`src/rtl/rtr_alloc_pkg.sv`:
```
// Shared types and round-robin helper for the router output allocator.
// Also used by the input-side VC logic.
package rtr_alloc_pkg;

  localparam int RR_MAX = 32;

  typedef enum logic {IDLE, LOCKED} alloc_state_t;

  // First set bit of mask at or after ptr, cyclic over n bits.
  function automatic logic [RR_MAX-1:0] rr_pick(
    input logic [RR_MAX-1:0] mask,
    input int                ptr,
    input int                n
  );
    logic [RR_MAX-1:0] oh;
    logic              found;
    int                idx;
    logic [4:0]        bi;
    oh    = '0;
    found = 1'b0;
    for (int k = 0; k < RR_MAX; k++) begin
      if (k < n) begin
        idx = ptr + k;
        if (idx >= n) idx = idx - n;
        bi = idx[4:0];
        if (!found && mask[bi]) begin
          oh[bi] = 1'b1;
          found  = 1'b1;
        end
      end
    end
    return oh;
  endfunction

endpackage

```
`src/rtl/rtr_output_allocator_if.sv`:
```
// Request/grant and credit bundle between route compute, crossbar and
// one output allocator.
interface rtr_output_allocator_if #(
  parameter int NUM_INPUTS        = 5,
  parameter int FLIT_BUFFER_DEPTH = 1,
  parameter int SEL_WIDTH         = $clog2(NUM_INPUTS),
  parameter int CREDIT_WIDTH      = $clog2(FLIT_BUFFER_DEPTH+1)
);
  logic [NUM_INPUTS-1:0]   req;
  logic [NUM_INPUTS-1:0]   req_is_tail;
  logic [NUM_INPUTS-1:0]   disable_turn;
  logic                    credit_in;
  logic [NUM_INPUTS-1:0]   grant;
  logic                    send_out;
  logic [SEL_WIDTH-1:0]    sel_out;
  logic                    locked;
  logic [CREDIT_WIDTH-1:0] credits;
  logic                    credit_err;

  modport master (
    output req, req_is_tail, disable_turn, credit_in,
    input  grant, send_out, sel_out, locked, credits, credit_err
  );

  modport slave (
    input  req, req_is_tail, disable_turn, credit_in,
    output grant, send_out, sel_out, locked, credits, credit_err
  );
endinterface

```
`src/rtl/rr_arbiter.sv`:
```
// Parameterized round-robin one-hot picker; ptr is the highest-priority
// position for this cycle.
module rr_arbiter
  import rtr_alloc_pkg::*;
#(
  parameter int N  = 5,
  parameter int PW = $clog2(N)
) (
  input  logic [N-1:0]  req,
  input  logic [PW-1:0] ptr,
  output logic [N-1:0]  gnt
);

  logic [RR_MAX-1:0] wide_req;

  always_comb begin
    wide_req        = '0;
    wide_req[N-1:0] = req;
    gnt = N'(rr_pick(wide_req, int'(ptr), N));
  end

endmodule

```
`src/rtl/rtr_output_allocator.sv`:
```
// Per-output wormhole allocator: round-robin head arbitration, lock
// until tail, and downstream credit tracking.
module rtr_output_allocator
  import rtr_alloc_pkg::*;
#(
  parameter int NUM_INPUTS        = 5,
  parameter int FLIT_BUFFER_DEPTH = 1,
  parameter int SEL_WIDTH         = $clog2(NUM_INPUTS),
  parameter int CREDIT_WIDTH      = $clog2(FLIT_BUFFER_DEPTH+1)
) (
  input  logic clk_noc,
  input  logic rst,
  rtr_output_allocator_if.slave bus
);

  localparam logic [CREDIT_WIDTH-1:0] FULL =
    CREDIT_WIDTH'(FLIT_BUFFER_DEPTH);
  localparam logic [SEL_WIDTH-1:0] LAST =
    SEL_WIDTH'(NUM_INPUTS-1);

  alloc_state_t state, state_n;

  logic [SEL_WIDTH-1:0]    rr_ptr, rr_ptr_n;
  logic [SEL_WIDTH-1:0]    owner, owner_n;
  logic [SEL_WIDTH-1:0]    pick_idx, gnt_idx;
  logic [SEL_WIDTH-1:0]    sel_q;
  logic [NUM_INPUTS-1:0]   elig, pick, grant;
  logic [CREDIT_WIDTH-1:0] credits;
  logic                    any_grant, has_credit;
  logic                    send_q, credit_err;

  function automatic logic [SEL_WIDTH-1:0] wrap_inc(
    input logic [SEL_WIDTH-1:0] i
  );
    return (i == LAST) ? '0 : i + 1'b1;
  endfunction

  function automatic logic [SEL_WIDTH-1:0] oh_idx(
    input logic [NUM_INPUTS-1:0] oh
  );
    logic [SEL_WIDTH-1:0] r;
    r = '0;
    for (int i = 0; i < NUM_INPUTS; i++)
      if (oh[i]) r = r | SEL_WIDTH'(i);
    return r;
  endfunction

  assign elig       = bus.req & ~bus.disable_turn;
  assign has_credit = (credits != '0);
  assign any_grant  = |grant;
  assign pick_idx   = oh_idx(pick);
  assign gnt_idx    = oh_idx(grant);

  rr_arbiter #(
    .N  (NUM_INPUTS),
    .PW (SEL_WIDTH)
  ) u_rr (
    .req (elig),
    .ptr (rr_ptr),
    .gnt (pick)
  );

  always_comb begin
    state_n  = state;
    rr_ptr_n = rr_ptr;
    owner_n  = owner;
    grant    = '0;
    if (!rst) begin
      unique case (state)
        IDLE: begin
          if (has_credit && |elig) begin
            grant = pick;
            if (|(pick & bus.req_is_tail)) begin
              rr_ptr_n = wrap_inc(pick_idx);
            end else begin
              state_n = LOCKED;
              owner_n = pick_idx;
            end
          end
        end
        LOCKED: begin
          // Turn mask was checked on the head; body flits follow it.
          if (has_credit && bus.req[owner]) begin
            grant[owner] = 1'b1;
            if (bus.req_is_tail[owner]) begin
              state_n  = IDLE;
              rr_ptr_n = wrap_inc(owner);
            end
          end
        end
      endcase
    end
  end

  always_ff @(posedge clk_noc or posedge rst) begin
    if (rst) begin
      state      <= IDLE;
      rr_ptr     <= '0;
      owner      <= '0;
      credits    <= FULL;
      credit_err <= 1'b0;
      send_q     <= 1'b0;
      sel_q      <= '0;
    end else begin
      state  <= state_n;
      rr_ptr <= rr_ptr_n;
      owner  <= owner_n;
      send_q <= any_grant;
      sel_q  <= gnt_idx;
      if (bus.credit_in && !any_grant) begin
        if (credits == FULL) credit_err <= 1'b1;
        else                 credits    <= credits + 1'b1;
      end else if (!bus.credit_in && any_grant) begin
        credits <= credits - 1'b1;
      end
    end
  end

  assign bus.grant      = grant;
  assign bus.send_out   = send_q;
  assign bus.sel_out    = sel_q;
  assign bus.locked     = (state == LOCKED);
  assign bus.credits    = credits;
  assign bus.credit_err = credit_err;

endmodule
```
`src/flat_wrapper.sv`:
```
// flat-port wrapper written by rule: the top's interface ports become plain ports
module rtr_output_allocator_flat import rtr_alloc_pkg::*;
#(
  parameter int NUM_INPUTS        = 5,
  parameter int FLIT_BUFFER_DEPTH = 1,
  parameter int SEL_WIDTH         = $clog2(NUM_INPUTS),
  parameter int CREDIT_WIDTH      = $clog2(FLIT_BUFFER_DEPTH+1)
)
  (clk_noc, rst, bus_req, bus_req_is_tail, bus_disable_turn, bus_credit_in, bus_grant, bus_send_out, bus_sel_out, bus_locked, bus_credits, bus_credit_err);
  rtr_output_allocator_if #(.NUM_INPUTS(NUM_INPUTS), .FLIT_BUFFER_DEPTH(FLIT_BUFFER_DEPTH), .SEL_WIDTH(SEL_WIDTH), .CREDIT_WIDTH(CREDIT_WIDTH)) bus_i ();
  input  logic clk_noc;
  input  logic rst;
  input wire logic [$bits(bus_i.req)-1:0] bus_req;
  input wire logic [$bits(bus_i.req_is_tail)-1:0] bus_req_is_tail;
  input wire logic [$bits(bus_i.disable_turn)-1:0] bus_disable_turn;
  input wire logic [$bits(bus_i.credit_in)-1:0] bus_credit_in;
  output wire logic [$bits(bus_i.grant)-1:0] bus_grant;
  output wire logic [$bits(bus_i.send_out)-1:0] bus_send_out;
  output wire logic [$bits(bus_i.sel_out)-1:0] bus_sel_out;
  output wire logic [$bits(bus_i.locked)-1:0] bus_locked;
  output wire logic [$bits(bus_i.credits)-1:0] bus_credits;
  output wire logic [$bits(bus_i.credit_err)-1:0] bus_credit_err;
  assign bus_i.req = bus_req;
  assign bus_i.req_is_tail = bus_req_is_tail;
  assign bus_i.disable_turn = bus_disable_turn;
  assign bus_i.credit_in = bus_credit_in;
  assign bus_grant = bus_i.grant;
  assign bus_send_out = bus_i.send_out;
  assign bus_sel_out = bus_i.sel_out;
  assign bus_locked = bus_i.locked;
  assign bus_credits = bus_i.credits;
  assign bus_credit_err = bus_i.credit_err;
  rtr_output_allocator #(.NUM_INPUTS(NUM_INPUTS), .FLIT_BUFFER_DEPTH(FLIT_BUFFER_DEPTH), .SEL_WIDTH(SEL_WIDTH), .CREDIT_WIDTH(CREDIT_WIDTH)) u_core (.clk_noc(clk_noc), .rst(rst), .bus(bus_i));
endmodule
```
`config.mk`:
```
export PLATFORM = sky130hd
export DESIGN_NAME = rtr_output_allocator_flat
export DESIGN_NICKNAME = d
export VERILOG_FILES = /design/src/rtl/rtr_alloc_pkg.sv /design/src/rtl/rtr_output_allocator_if.sv /design/src/rtl/rr_arbiter.sv /design/src/rtl/rtr_output_allocator.sv /design/src/flat_wrapper.sv
export SDC_FILE = /design/constraint.sdc
export NUM_CORES = 1
export LEC_CHECK = 0
export CAP_MARGIN = 20
export CORE_MARGIN = 3
export CORE_UTILIZATION = 30
export CTS_CLUSTER_SIZE = 25
export DETAILED_ROUTE_END_ITERATION = 10
export PLACE_DENSITY = 0.57
export SLEW_MARGIN = 20
export SYNTH_ARGS = -nofsm -noshare
export SYNTH_HDL_FRONTEND = slang
export SYNTH_SLANG_ARGS = --single-unit
```
`constraint.sdc`:
```
create_clock -name clk_noc -period 4.8 [get_ports clk_noc]
set_input_delay 1.2 -clock clk_noc [delete_from_list [all_inputs] [get_ports clk_noc]]
set_output_delay 1.2 -clock clk_noc [all_outputs]
set_load 0.1 [all_outputs]
```
## Word level (Yosys, flattened, before mapping)

Cells that the tools add are included.

- Add/sub/neg operators: 13
- $lt $le $gt $ge: 17
- Equality and inequality tests: 6
- Mux-type cells: 67
- Bitwise operators: 10
- Reduce and logical (&&, ||, !) cells: 27

Operator list:

| operator | count |
|---|---|
| 2-to-1 mux 5 bit | 13 |
| less-than comparator 5 x 6 -> 1 bit (second input constant) | 5 |
| 2-to-1 mux 1 bit | 26 |
| binary-select mux 1 bit (select 5 bit) | 5 |
| demux 1 bit (select 5 bit) | 5 |
| greater-or-equal comparator 5 x 1 -> 1 bit (second input constant) | 5 |
| 2-to-1 mux 3 bit | 8 |
| OR 5 bit | 4 |
| subtractor 4 x 3 -> 5 bit (second input constant) | 4 |
| greater-or-equal comparator 4 x 3 -> 1 bit (second input constant) | 4 |
| OR reduction 5 bit | 3 |
| logical AND 1 bit | 14 |
| AND 5 bit | 2 |
| case mux 5 bit (2 select lines) | 1 |
| adder 3 x 2 -> 4 bit (second input constant) | 2 |
| 2-to-1 mux 2 bit | 4 |
| adder 3 x 1 -> 3 bit (second input constant) | 2 |
| binary-select mux 1 bit (select 3 bit) | 2 |
| equality test 3 bit (second input constant) | 2 |
| logical NOT 1 bit | 6 |
| case mux 3 bit (2 select lines) | 1 |
| inverter 5 bit | 1 |
| AND reduction 5 bit | 1 |
| adder 3 x 1 -> 4 bit (second input constant) | 1 |
| 15 further kinds | 19 |

- Bits in registers: 13
- Input port bits: 18
- Output and inout port bits: 12
- Word-level logic and storage cells: 147

## Depth between registers and ports, before layout

- Word-level depth: 26
- Gate-level depth with buffers: 19
- Gate-level depth less buffers: 18

## By module

A second synthesis with hierarchy kept.

- Cell total of the unflattened synthesis: 339
- Area total of the unflattened synthesis: 2541.2 um2

By module, submodules not included:

| module | times used | cells an instance | area an instance (um2) | seq. area each (um2) |
|---|---|---|---|---|
| rr_arbiter | 1 | 220 | 1537.7 | 0.0 |
| rtr_output_allocator | 1 | 119 | 1003.5 | 326.6 |

## Worst setup path after synthesis

Ideal clock, no wire load.

- Kind: flip-flop to output port
- Start point: reg u_core.rr_ptr[1]
- End point: out bus_grant[0]
- Arrival: 5.072 ns
- Data required time: 3.600 ns
- Slack: -1.472 ns
- Cell stages (with the launch flop): 14
- Cell sequence: dfrtp_1 > buf_2 > inv_1 > ha_1 > ha_1 > buf_2 > or3_1 > or3_1 > o311a_1 > nand4_2 > mux2i_1 > o31ai_1 > nor2_1 > o21ai_0

- Word-level cells in the longest chain between the ends: 20
- Elaborated cells on any way between the ends: 78

RTL lines:

| element | RTL line | source |
|---|---|---|
| start, declared | rtr_output_allocator.sv:23 | `logic [SEL_WIDTH-1:0] rr_ptr, rr_ptr_n;` |
| start signal, assigned | rtr_output_allocator.sv:106 | `rr_ptr <= rr_ptr_n;` |
| parallel branches: the longest is 16 deep, another holds less-than comparator 5 x 6 -> 1 bit | n/a |  |
| 2-to-1 mux 5 bit (*) | rtr_alloc_pkg.sv:26 | `if (!found && mask[bi]) begin` |
| 2-to-1 mux 5 bit (*) | rtr_output_allocator.sv:71 | `if (has_credit && \|elig) begin` |
| case mux 5 bit (2 select lines) (*) | rtr_output_allocator.sv:69 | `unique case (state)` |
| 2-to-1 mux 5 bit (*) | rtr_output_allocator.sv:68 | `if (!rst) begin` |
| end, declared | flat_wrapper.sv:17 | `output wire logic [$bits(bus_i.grant)-1:0] bus_grant;` |

Every way passes the cells marked *. The select of a mux whose other input is x is not followed.

## Worst setup path after layout

- Start point: in bus_disable_turn[2]
- End point: out bus_grant[2]

- Word-level cells in the longest chain between the ends: 20
- Elaborated cells on any way between the ends: 38

RTL lines:

| element | RTL line | source |
|---|---|---|
| start, declared | flat_wrapper.sv:15 | `input wire logic [$bits(bus_i.disable_turn)-1:0] bus_disable_turn;` |
| inverter 5 bit (*) | rtr_output_allocator.sv:48 | `assign elig = bus.req & ~bus.disable_turn;` |
| AND 5 bit (*) | rtr_output_allocator.sv:48 |  |
| binary-select mux 1 bit (select 5 bit) | rtr_alloc_pkg.sv:26 |  |
| 2-to-1 mux 1 bit (not written as such) | rtr_alloc_pkg.sv:26 |  |
| 2-to-1 mux 1 bit | rtr_alloc_pkg.sv:26 |  |
| logical NOT 1 bit | rtr_alloc_pkg.sv:26 |  |
| logical AND 1 bit | rtr_alloc_pkg.sv:26 |  |
| 2-to-1 mux 1 bit | rtr_alloc_pkg.sv:26 |  |
| [... 4 more ...] | n/a |  |
| logical AND 1 bit | rtr_alloc_pkg.sv:26 |  |
| 2-to-1 mux 1 bit | rtr_alloc_pkg.sv:26 |  |
| logical NOT 1 bit | rtr_alloc_pkg.sv:26 |  |
| logical AND 1 bit | rtr_alloc_pkg.sv:26 |  |
| 2-to-1 mux 5 bit | rtr_alloc_pkg.sv:26 |  |
| 2-to-1 mux 5 bit (*) | rtr_output_allocator.sv:71 |  |
| case mux 5 bit (2 select lines) (*) | rtr_output_allocator.sv:69 |  |
| 2-to-1 mux 5 bit (*) | rtr_output_allocator.sv:68 |  |

Mark *: on every way between the ends. The rest lies on a longest branch, timed or not. The select of a mux whose other input is x is not followed.

==> out/summary.txt <==
Number of remaining DRC errors - 0
Most frequent standard cell in the layout excluding fill and tap cells - buf_4
Average wire per cell in the routed design - 18.1 um
Setup Viol. Count Final - 0
Area inside the core boundary - 8260 um2
Biggest fanout along the worst timing path - 5
Final-report hold violation count - 0
Run status - completed
CP Data Arrival Time - 3490 ps
Number of detailed-routing iterations run before antenna repair - 4
HPWL after DPL - 7160 um
Final worst-path cycle share - 97.7%
GR Util All Layers - 18.5%
Number of flops mapped to enable cells by yosys - 0
Sort of element at the start of the critical path - input pin
Total die area - 9660 um2
Area Overhead vs Synth - 38.4%
Unique masters post-synth - 82
Total of warnings raised by yosys - 0
Register area share after synthesis - 12.8%
Horiz. Die Dim - 98.3 um
Slew of the pin with the lowest slew margin - 1030 ps
Count of vias placed by the detailed router - 2875
Largest net degree at the start of global routing - 24
Largest buffer count on any clock path - 2
Vias per inst - 5.78
Number of sinks handled by clock tree synthesis - 13
Final routed wirelength across all metal layers - 8980 um
Maximum operating frequency - 213 MHz
Number of primary I/O pins - 30
Quantity of I/O buffers inserted on ports - 29
Initial Utilization - 30.9%
Required time at the worst-slack endpoint - 3600 ps
Number of global-route vias before repair - 2869
Number of hold buffers added after cts - 0
Number of nets at the end of the flow - 429
Most frequent cells in the layout - buf_4 (50), nand2_1 (26), nor2_1 (22)
Count of mapped cells out of synthesis - 326
Detailed Route Iter0 Violations - 152
CTS Buf Count - 3
Hold Slack - 491 ps
Placer Congestion - 0.914
Buffer cell driving the clock tree root - clkbuf_8
Final Slew Violations - 0
Asr flop ratio synth - 100%
Latest clock arrival within the worst-skew pair - 240 ps
Final ANT Viol Nets - 0
Clock tree from TritonCTS - built
Crit end category - output pin
RSZ-0062 raised after global routing - false
Reg clk slew, reported paths - 50 ps
Synthesis-stage register bit count - 13
Dominant synthesized flop cell - dfrtp_1
Wire length of the first global-routing pass - 14600 um
Number of nets produced by synthesis - 363
Share of layout cells above drive strength 1 - 32.7%
Reported max-cap violation count - 0
Max-slew headroom - 31.0%
Crit path kind - in2out
Cell Area, Synth - 2550 um2
Vert. Die Dim - 98.3 um
Type of the worst min-delay path - reg2reg
Max Clock Skew - 1.29 ps
Total number of placement rows - 33
Time the worst path needs with I/O delays and setup - 4690 ps
H-tree lvl count - 1
Average instance area after synthesis - 7.83 um2
Overflow after GRT - 0
Antenna violations before repair - 1
==> logic make-up (layout without fill, tap and decap cells) <==
kind of cell	count (synthesis)	in the layout	synth area share, %
other	0	1	0
buffers and inverters	37	102	7.64
DFF	13	13	12.8
adders and majority gates	19	19	9.60
and+or+nand+nor	134	134	30.6
muxes	18	18	8.48
AOI/OAI and AO/OA	101	101	29.5
xor gates and xnor gates	4	4	1.37
==> timing repair <==
action,in CTS,in global routing
hold endpoints to repair,0,0
gates resized for setup,24,28
buffers inserted,3,6
endpoints found under the setup margin,5,5
pin swaps,9,11
==> flip-flops by register name (all words and copies together), names as in the netlist <==
signal	cells
u_core.rr_ptr	3
u_core.bus.credits	1
u_core.bus.locked	1
u_core.bus.send_out	1
u_core.bus.credit_err	1
u_core.bus.sel_out	3
u_core.owner	3
==> synth_stat cells (3+ instances only) <==
| cell | instances | share of area, % |
|---|---|---|
| nand2_1 | 26 | 3.8 |
| nor2_1 | 22 | 3.2 |
| ha_1 | 18 | 8.8 |
| a21oi_1 | 17 | 3.3 |
| inv_1 | 16 | 2.4 |
| mux2i_1 | 13 | 5.1 |
| dfrtp_1 | 12 | 12 |
| o21ai_0 | 12 | 2.4 |
| nor2b_1 | 11 | 2.7 |
| buf_2 | 10 | 2.0 |
| nor4_1 | 10 | 2.4 |
| o22ai_1 | 10 | 2.4 |
| nand2b_1 | 9 | 2.2 |
| nand3_1 | 9 | 1.8 |
| nor3_1 | 9 | 1.8 |
| o31ai_1 | 6 | 1.8 |
| or3_1 | 5 | 1.2 |
| a21oi_2 | 4 | 1.4 |
| buf_6 | 4 | 1.8 |
| o21ai_1 | 4 | 0.78 |
| a211oi_1 | 3 | 0.88 |
| a21o_1 | 3 | 0.88 |
| a31oi_1 | 3 | 0.74 |
| buf_4 | 3 | 0.88 |
| clkbuf_1 | 3 | 0.44 |
| nor3b_1 | 3 | 0.88 |
| nor4b_1 | 3 | 1.0 |
| o211a_1 | 3 | 1.2 |
| o21a_1 | 3 | 0.88 |
| o22a_1 | 3 | 1.0 |
| xnor2_1 | 3 | 1.0 |
==> metrics by stage <==
stage                     util, %  TNS (ps)  setup slack [ps]  cells  cell area [um2]
after floorplan                 -     -78.5             -78.5    326             2600
after global placement       39.6      -636              -187    483             3270
after detailed placement     39.6      -827              -224    483             3270
after CTS                    41.5     -5.46             -5.46    490             3430
after global routing         42.8         0              3.03    497             3530
final                        42.8         0               110    497             3530
==> routing by layer <==
metal	track usage, %	part of all wire (%)	wire length, um	up-vias
met4	7.35	3.5	318	0
met3	1.50	4.1	370	28
met1	23.5	43	3870	1388
li1	-	-	-	1368
met2	32.2	49	4420	91
met5	0	0	0	-
==> path summary, 6_finish.rpt <==
path,startpoint,to,slack [ps],depth (start not counted)
max,bus_disable_turn[2],bus_grant[2],110,10
min,u_core.bus.credit_err,u_core.bus.credit_err,490,1
max reg2reg,u_core.rr_ptr[1],u_core.bus.credits,700,17
min reg2reg,u_core.bus.credit_err,u_core.bus.credit_err,490,1
max in group asynchronous,rst,u_core.bus.credits,3250,3
min in group asynchronous,rst,u_core.bus.sel_out[2],1310,3
==> cell type report <==
cell class | instances | area, um2
timing repair buffer | 81 | 713
clock buffer | 4 | 45.0
antenna | 1 | 2.50
sequential | 13 | 329
tap | 105 | 131
fill | 852 | 4720
multi-input combinational | 276 | 2250
inverter | 17 | 66.3
==> worst max-delay path, cell delays in order <==
cell,delay [ps]
clkbuf_2,90
and2b_2,260
mux2i_1,80
a2111o_1,470
nor4_2,280
mux2i_1,140
or3_4,390
and3_4,170
o22ai_4,200
buf_12,200
Power is left out: the tool's default activity adds up to more than one toggle a clock period on the data nets, which glitch-free logic cannot reach.
